`src/rtl/condition_predicate_if.sv`:
```
// condition_predicate_if
//   Bundles the branch-condition inputs and the registered predicate result
//   so the evaluator and its driver share one connection.
//   Signals:
//     A_selector, A_negative, A_carryout, A_sentinel, A_external  A-group select + flags
//     B_selector, B_lessthan, B_counter, B_sentinel, B_external   B-group select + flags
//     AB_operator  4-entry truth table applied to {A,B}
//     predicate    registered condition result
//   Modports:
//     master  drives selectors/flags/operator, observes predicate
//     slave   the evaluator: consumes selectors/flags/operator, drives predicate
interface condition_predicate_if #(
  parameter int SELECTOR_WIDTH = 2,
  parameter int OPERATOR_WIDTH = 4
);
  logic [SELECTOR_WIDTH-1:0] A_selector;
  logic                      A_negative;
  logic                      A_carryout;
  logic                      A_sentinel;
  logic                      A_external;
  logic [SELECTOR_WIDTH-1:0] B_selector;
  logic                      B_lessthan;
  logic                      B_counter;
  logic                      B_sentinel;
  logic                      B_external;
  logic [OPERATOR_WIDTH-1:0] AB_operator;
  logic                      predicate;

  modport master (
    output A_selector, A_negative, A_carryout, A_sentinel, A_external,
    output B_selector, B_lessthan, B_counter, B_sentinel, B_external,
    output AB_operator,
    input  predicate
  );

  modport slave (
    input  A_selector, A_negative, A_carryout, A_sentinel, A_external,
    input  B_selector, B_lessthan, B_counter, B_sentinel, B_external,
    input  AB_operator,
    output predicate
  );
endinterface

```
`src/rtl/condition_predicate.sv`:
```
// condition_predicate
//   Two-stage pipelined branch-condition evaluator. Stage 1 registers one
//   flag from group A, one from group B and the operator truth table that
//   goes with them; stage 2 registers predicate = op[{A,B}].
//   Ports:
//     clock    rising-edge clock
//     reset_n  asynchronous active-low reset, clears every pipeline register
//     bus      condition_predicate_if.slave (selectors, flags, operator in;
//              predicate out)
module condition_predicate #(
  parameter int SELECTOR_WIDTH = 2,
  parameter int OPERATOR_WIDTH = 4
) (
  input  logic                   clock,
  input  logic                   reset_n,
  condition_predicate_if.slave   bus
);

  if (OPERATOR_WIDTH != 4) begin : g_bad_operator_width
    $error("condition_predicate: OPERATOR_WIDTH must be 4");
  end

  logic [3:0]                a_flags;
  logic [3:0]                b_flags;
  int unsigned               a_idx;
  int unsigned               b_idx;
  logic                      a_sel_flag;
  logic                      b_sel_flag;

  logic                      a_bit;
  logic                      b_bit;
  logic [OPERATOR_WIDTH-1:0] op_d;
  logic                      predicate_q;

  // Flag vectors are ordered by selector code; codes >= 4 (only possible
  // with wider selectors) pick 0.
  always_comb begin
    a_flags    = {bus.A_external, bus.A_sentinel, bus.A_carryout, bus.A_negative};
    b_flags    = {bus.B_external, bus.B_sentinel, bus.B_counter, bus.B_lessthan};
    a_idx      = 32'(bus.A_selector);
    b_idx      = 32'(bus.B_selector);
    a_sel_flag = 1'b0;
    b_sel_flag = 1'b0;
    if (a_idx < 32'd4) a_sel_flag = a_flags[a_idx[1:0]];
    if (b_idx < 32'd4) b_sel_flag = b_flags[b_idx[1:0]];
  end

  // Stage 1: the operator travels with the bits it will be applied to.
  always_ff @(posedge clock or negedge reset_n) begin
    if (!reset_n) begin
      a_bit <= 1'b0;
      b_bit <= 1'b0;
      op_d  <= '0;
    end else begin
      a_bit <= a_sel_flag;
      b_bit <= b_sel_flag;
      op_d  <= bus.AB_operator;
    end
  end

  // Stage 2: truth-table lookup, index = 2*A + B.
  always_ff @(posedge clock or negedge reset_n) begin
    if (!reset_n) begin
      predicate_q <= 1'b0;
    end else begin
      predicate_q <= op_d[{a_bit, b_bit}];
    end
  end

  assign bus.predicate = predicate_q;

endmodule

```
`src/flat_wrapper.sv`:
```
// flat-port wrapper written by rule: the top's interface ports become plain ports
module condition_predicate_flat 
#(
  parameter int SELECTOR_WIDTH = 2,
  parameter int OPERATOR_WIDTH = 4
)
  (clock, reset_n, bus_A_selector, bus_A_negative, bus_A_carryout, bus_A_sentinel, bus_A_external, bus_B_selector, bus_B_lessthan, bus_B_counter, bus_B_sentinel, bus_B_external, bus_AB_operator, bus_predicate);
  condition_predicate_if #(.SELECTOR_WIDTH(SELECTOR_WIDTH), .OPERATOR_WIDTH(OPERATOR_WIDTH)) bus_i ();
  input  logic clock;
  input  logic reset_n;
  input wire logic [$bits(bus_i.A_selector)-1:0] bus_A_selector;
  input wire logic [$bits(bus_i.A_negative)-1:0] bus_A_negative;
  input wire logic [$bits(bus_i.A_carryout)-1:0] bus_A_carryout;
  input wire logic [$bits(bus_i.A_sentinel)-1:0] bus_A_sentinel;
  input wire logic [$bits(bus_i.A_external)-1:0] bus_A_external;
  input wire logic [$bits(bus_i.B_selector)-1:0] bus_B_selector;
  input wire logic [$bits(bus_i.B_lessthan)-1:0] bus_B_lessthan;
  input wire logic [$bits(bus_i.B_counter)-1:0] bus_B_counter;
  input wire logic [$bits(bus_i.B_sentinel)-1:0] bus_B_sentinel;
  input wire logic [$bits(bus_i.B_external)-1:0] bus_B_external;
  input wire logic [$bits(bus_i.AB_operator)-1:0] bus_AB_operator;
  output wire logic [$bits(bus_i.predicate)-1:0] bus_predicate;
  assign bus_i.A_selector = bus_A_selector;
  assign bus_i.A_negative = bus_A_negative;
  assign bus_i.A_carryout = bus_A_carryout;
  assign bus_i.A_sentinel = bus_A_sentinel;
  assign bus_i.A_external = bus_A_external;
  assign bus_i.B_selector = bus_B_selector;
  assign bus_i.B_lessthan = bus_B_lessthan;
  assign bus_i.B_counter = bus_B_counter;
  assign bus_i.B_sentinel = bus_B_sentinel;
  assign bus_i.B_external = bus_B_external;
  assign bus_i.AB_operator = bus_AB_operator;
  assign bus_predicate = bus_i.predicate;
  condition_predicate #(.SELECTOR_WIDTH(SELECTOR_WIDTH), .OPERATOR_WIDTH(OPERATOR_WIDTH)) u_core (.clock(clock), .reset_n(reset_n), .bus(bus_i));
endmodule
```
`config.mk`:
```
export PLATFORM = sky130hd
export DESIGN_NAME = condition_predicate_flat
export DESIGN_NICKNAME = d
export VERILOG_FILES = /design/src/rtl/condition_predicate_if.sv /design/src/rtl/condition_predicate.sv /design/src/flat_wrapper.sv
export SDC_FILE = /design/constraint.sdc
export NUM_CORES = 1
export LEC_CHECK = 0
export CORE_AREA = 2 2 39 41
export DETAILED_ROUTE_END_ITERATION = 6
export DIE_AREA = 0 0 41 43
export HOLD_SLACK_MARGIN = 0.12
export PLACE_DENSITY_LB_ADDON = 0.2
export SYNTH_ARGS = -nofsm -noshare
export SYNTH_HDL_FRONTEND = slang
export SYNTH_SLANG_ARGS = --single-unit
```
`constraint.sdc`:
```
create_clock -name clock -period 1 [get_ports clock]
set_clock_uncertainty 0.1 [all_clocks]
set_input_delay 0.2 -clock clock [delete_from_list [all_inputs] [get_ports clock]]
set_output_delay 0.2 -clock clock [all_outputs]
set_load 0.01 [all_outputs]
```
# ---- Word level (Yosys, flattened, before mapping)
# Cells that the tools add are included.
dict set report classes {
  n_lt_le_gt_ge 3
  mux 6
}
# operator n
set ops {}
lappend ops {{less-than comparator 2 x 3 -> 1 bit (second input constant)} 3}
lappend ops {{binary-select mux 1 bit (select 2 bit)} 3}
lappend ops {{two-way mux 1 bit} 3}
dict set report word_totals {
  ff_bits 7
  input_bits 18
  output_inout_bits 1
  elab_cells 13
}

# ---- Depth between registers and ports, before layout
# Gate-level depths: netlist (run 1).
dict set report depth {
  depth_word 2
  depth_mapped 1
  depth_no_buf 1
}

# ---- Worst setup path before layout (run 1)
# No wires, ideal clock.
dict set report synth_timing {
  path_type {register -> register}
  start {register u_core.b_bit}
  end {register u_core.predicate_q, in the netlist u_core.bus.predicate}
  setup_time_ps 138
  arrival_ps 797
  required_time_ps 762
  setup_slack_ps -36
  stages_incl_launch_ff 2
  path_buffers 0
  synth_period_minus_slack_ps 1036
  path_cell_list {dfrtp_1 > mux4_2}
}
dict set report synth_between {
  elab_chain_len 2
}
# element line
set synth_lines {}
lappend synth_lines {{from (decl)} condition_predicate.sv:31} ;# logic b_bit;
lappend synth_lines {{from (signal assigned)} condition_predicate.sv:56} ;# b_bit <= b_sel_flag;
lappend synth_lines {{binary-select mux 1 bit (select 2 bit)} condition_predicate.sv:66} ;# predicate_q <= op_d[{a_bit, b_bit}];
lappend synth_lines {{two-way mux 1 bit (not written as such)} condition_predicate.sv:66}
lappend synth_lines {{to (signal assigned)} condition_predicate.sv:66}
lappend synth_lines {{to (decl)} condition_predicate.sv:33} ;# logic predicate_q;
# Every way passes these cells. The select of a mux whose other input is x is not followed.

# ---- Final worst setup path (run 1)
# Ends and elaborated chain as after synthesis.

==> metrics, run 1 <==
Leak 0.2023 nW; Clock transition at path regs 60 ps; Power, Total 660.5 uW; number of synthesized flops with an enable pin 0; Max rail drop VDD 0.4625 mV; slew at the pin with the worst max-slew slack 297.0 ps; drt drc 0; yosys warns 0; Longest Clk Path Bufs 2; Global Route Usage Sum 7.497%; main combinational cell family by area after synthesis multiplexers; synth top area cells dfrtp_1 (72%), mux4_2 (28%); Hold Violations, Final 0; Final setup viols 2; RSZ-0062 raised after global routing yes; CTS buffer count 3; worst path cell trace mux4_2; xor/xnor share of the synthesized area 0%; DRT Wirelength 476 microns; Syn Std Cell Area 242.7 sq um; #FFs+latches synth 7; IO buf count 18; clk_lat worst skew 250 ps; Reg2Reg Depth 1; hold crit path type in2async; minimum clock period 1064 ps; Final WS setup -64.41 ps; fraction of the yosys area taken by sequential cells 72.16%; Slew Viols, Final 0; reg2reg start u_core.b_bit$_DFF_PN0_; WP data required 1020 ps; H-tree Lvls 1; Compound-Gate Fraction of Synth Area 0%; postcts setup bufs 0; routability cong. 0.5670; delay-heaviest family, CP multiplexers; cells after synthesis 10; Critical R2R Capture u_core.bus.predicate$_DFF_PN0_; Startpoint Class register; CTS tree done; R2R Setup Slk -60 ps; DR vias 188; Area Overhead vs Synth 86.60%; critical path type reg2reg; CP arrival 1080 ps; initial antenna violation count 0; vias per std cell 3.917; Critical path buffers and inverters 0; top cell type's share of synthesized area 72.16%; first-pass GRT wire length 821 microns; MaxCap Viol Count 0; clock tree root driver cell clkbuf_4; slowest cell on the critical path mux4_2; Die ar. 1763 sq um; most frequent cell after synthesis dfrtp_1; Pwr per Cell Area 1458 nW/um^2; Mapped Nets 28; number of global-route vias before repair 237; Distinct cells, synth 2; largest net degree at the start of global routing 8; Sum Neg Setup Slack -93.89 ps; Post-synth ARST share 100.0%; Starting Density 17.54%; period utilization 106.4%; wire per inst 9.917 microns; average cell area after synthesis 24.27 sq um; I/O pin count 19; worst rel slew slack 80.14%; # diodes 0; DPL Wire Length 400.3 microns; total gr overflow 0; status finished with violations; drt first-iter violations 0; Synth Area in Simple Gates 0%; dominant synthesized flop cell dfrtp_1; first-pass iteration count of the detailed router 1; Die Y 43 microns; maximum clock rate 939.5 MHz; max incr delay on CP 490 ps; CP max FO 1; Clock Sinks 7; failing checks negative setup slack; post-synth top area cell dfrtp_1; Core ar. 1384 sq um; Post-Synth Adder-Cell Area 0%; Core Rows 14; Synth top cells by count dfrtp_1 (7), mux4_2 (3); Die X-Extent 41 microns; fin nets 51; layout cells sized above 1 25.00%; multiplexer share of the synthesized area 27.84%; CP endpoint kind register; DRT antenna net count 0
-- cell families (layout without fill, tap and decap cells) --
group                  count (synthesis)  count (layout)
buffers and inverters                  0              22
DFF                                    7               7
muxes                                  3               3
-- how the worst max path moves through the flow --
stage,startpoint,to,slack [ps],cells past startpoint
global placement,bus_B_selector[0],u_core.b_bit$_DFF_PN0_,-410,2
detailed placement,bus_B_selector[0],u_core.b_bit$_DFF_PN0_,-420,2
global route,u_core.b_bit$_DFF_PN0_,u_core.bus.predicate$_DFF_PN0_,-100,1
floorplan,u_core.b_bit$_DFF_PN0_,u_core.bus.predicate$_DFF_PN0_,-40,1
CTS,u_core.b_bit$_DFF_PN0_,u_core.bus.predicate$_DFF_PN0_,-70,1
finish,u_core.b_bit$_DFF_PN0_,u_core.bus.predicate$_DFF_PN0_,-60,1
-- registers in the layout, summed over array words and instances (netlist names) --
name / cells
u_core.b_bit: 1
u_core.bus.predicate: 1
u_core.a_bit: 1
u_core.op_d: 4
-- cells in the final DEF (no fill, tap or decap) --
cell,n
clkinv_2,1
clkdlybuf4s50_1,7
dlygate4sd2_1,10
dfrtp_1,7
mux4_2,3
clkbuf_4,3
buf_2,1
-- routing by layer --
| layer | GRT usage, % | vias up | part of all wire, % |
|---|---|---|---|
| met3 | 6.283 | 0 | 14 |
| met5 | 0 | - | 0 |
| met4 | 4.000 | 0 | 0 |
| met1 | 6.291 | 91 | 33 |
| met2 | 11.56 | 14 | 53 |
| li1 | - | 83 | - |
-- area by class of cell --
type	count	area (sq um)
Timing Repair Buffer	18	162.7
Fill cell	147	930.9
Clock inverter	1	5.005
Tap cell	16	20.02
Clock buffer	3	22.52
Multi-Input combinational cell	3	67.56
Sequential cell	7	175.2
-- stage by stage --
step           utilization, %  area [sq um]  instances  hold slack (ps)  setup slack, ps
3_3_place_gp            32.01         442.9         44            372.5           -410.5
3_5_place_dp            32.01         442.9         44            378.8           -416.9
2_1_floorplan               -         242.7         10           -195.6           -35.55
6_report                32.73         452.9         48            96.85           -64.41
5_1_grt                 32.73         452.9         48            114.3           -96.42
4_1_cts                 32.73         452.9         48            100.4           -74.03
-- power by group --
| part | switching [mW] | internal [mW] |
|---|---|---|
| logic | 0.0223 | 0.0694 |
| clock network | 0.110 | 0.146 |
| registers | 0.00709 | 0.306 |
-- what timing repair did --
item / in CTS / in global routing
hold endpoints to repair: 7 / 7
endpoints found under the setup margin: 4 / 2
pin swaps: 0 / 0
gates resized for setup: 14 / 0
(Power assumes the default switching activity.)
==> run 2: changes to the inputs <==
Settings changed: CTS_BUF_LIST from default to sky130_fd_sc_hd__clkbuf_8.
==> run 2 against run 1 <==
The flow still finishes with violations (negative setup slack). Final cell count did not move. Global-route usage grew 0.41 points. Setup slack better by 8.2 ps. Via count up 1.1%. Largest cell class unchanged. Largest power group is now the clock network.
==> metrics, run 2 (synthesis results as in run 1) <==
Clock Sinks 7; fin nets 51; Startpoint Class register; drt first-iter violations 0; routability cong. 0.5670; WP data required 990 ps; first-pass GRT wire length 814 microns; R2R Setup Slk -60 ps; CTS buffer count 3; placed cells 44; non-filler cells, final 48; MaxCap Viol Count 0; Reg2Reg Depth 1; DR vias 190; RSZ-0062 raised after global routing yes; CTS tree done; Global Route Usage Sum 7.911%; Die ar. 1763 sq um; delay-heaviest family, CP multiplexers; Critical R2R Capture u_core.bus.predicate$_DFF_PN0_; Final WS setup -56.17 ps; max FFs per register 4; P_sw 157.4 uW; Clock transition at path regs 40 ps; Longest Clk Path Bufs 2; fillers 142; Pwr per Cell Area 1704 nW/um^2; wire per inst 10.35 microns; clock share of power 49.6%; DRT Wirelength 497 microns; max incr delay on CP 490 ps; Die X-Extent 41 microns; layout cells sized above 1 25.00%; DRT antenna net count 0; vias per std cell 3.958; I/O pin count 19; Critical path buffers and inverters 0; failing checks negative setup slack; worst rel slew slack 79.47%; Reg power frac 39.0%; Leak 0.2101 nW; first-pass iteration count of the detailed router 1; Final setup viols 2; initial antenna violation count 0; P_int 646.4 uW; DPL Wire Length 400.3 microns; Hold Violations, Final 0; slew at the pin with the worst max-slew slack 307.0 ps; DP Worst Slack -416.9 ps; post-CTS resize count 14; Post-Layout Inst Area 471.7 sq um; clk_lat worst skew 230 ps; Core Rows 14; clock tree root driver cell clkbuf_8; period utilization 105.6%; CP endpoint kind register; slowest cell on the critical path mux4_2; status finished with violations; area post-placement 442.9 sq um; hold-fix buffers at CTS 0; Die Y 43 microns; largest net degree at the start of global routing 8; number of global-route vias before repair 234; Core ar. 1384 sq um; CP max FO 1; Starting Density 17.54%; fin util 34.09%; maximum clock rate 946.8 MHz; largest reg by FF count u_core.op_d; Max rail drop VDD 0.5099 mV; CP arrival 1050 ps; hold crit path type in2async; IO buf count 18; postcts setup bufs 0; minimum clock period 1056 ps; Sum Neg Setup Slack -56.82 ps; total gr overflow 0; most frequent cells in the layout dlygate4sd2_1 (10), clkdlybuf4s50_1 (7), dfrtp_1 (7), mux4_2 (3), clkbuf_8 (3); H-tree Lvls 1; reg2reg start u_core.b_bit$_DFF_PN0_; drt drc 0; critical path type reg2reg; Gate power share 11.4%; Fin Hold WS 127.4 ps; Power, Total 803.8 uW; commonest non-fill, non-tap cell in the layout dlygate4sd2_1; Area Overhead vs Synth 94.33%; Slew Viols, Final 0; Sw Share 19.58%; # diodes 0; worst path cell trace mux4_2
==> run 2: power by group through the flow <==
stage          logic [mW]  registers, mW  clock network, mW
3_5_place_dp        0.113          0.319                  0
4_1_cts            0.0937          0.314              0.417
3_3_place_gp        0.112          0.318                  0
5_1_grt             0.100          0.317              0.431
6_report           0.0919          0.314              0.398
2_1_floorplan      0.0247          0.320                  0
==> run 2: worst max path at each step <==
stage	endpoint	depth (start not counted)	slack [ps]	start
after floorplan	u_core.bus.predicate$_DFF_PN0_	1	-40	u_core.b_bit$_DFF_PN0_
after global placement	u_core.b_bit$_DFF_PN0_	2	-410	bus_B_selector[0]
after detailed placement	u_core.b_bit$_DFF_PN0_	2	-420	bus_B_selector[0]
after CTS	u_core.bus.predicate$_DFF_PN0_	1	-60	u_core.b_bit$_DFF_PN0_
after global routing	u_core.bus.predicate$_DFF_PN0_	1	-80	u_core.b_bit$_DFF_PN0_
final	u_core.bus.predicate$_DFF_PN0_	1	-60	u_core.b_bit$_DFF_PN0_
==> run 2: cell type report <==
class	count	area (sq um)	share of cell area (%)
clock buffers	3	41.29	8.753
repair buffers	18	162.7	34.48
multi-input cells	3	67.56	14.32
flip-flops and latches	7	175.2	37.14
clock inverters	1	5.005	1.061
well taps	16	20.02	4.244
==> run 2: routing by layer <==
metal,track usage [%],wire length [microns],share of wire [%],vias up
met2,10.94,254,51,14
met5,0,0,0,-
met1,6.312,159,32,92
met3,6.283,69,14,2
li1,-,-,-,82
met4,8.000,14,2.8,0
==> run 3: changes to the inputs <==
Settings changed: CTS_BUF_LIST sky130_fd_sc_hd__clkbuf_8 to sky130_fd_sc_hd__clkbuf_2 sky130_fd_sc_hd__clkbuf_4 sky130_fd_sc_hd__clkbuf_8.
==> results of run 3 <==
Final layout, timing and power as in run 1 (identical DEF).
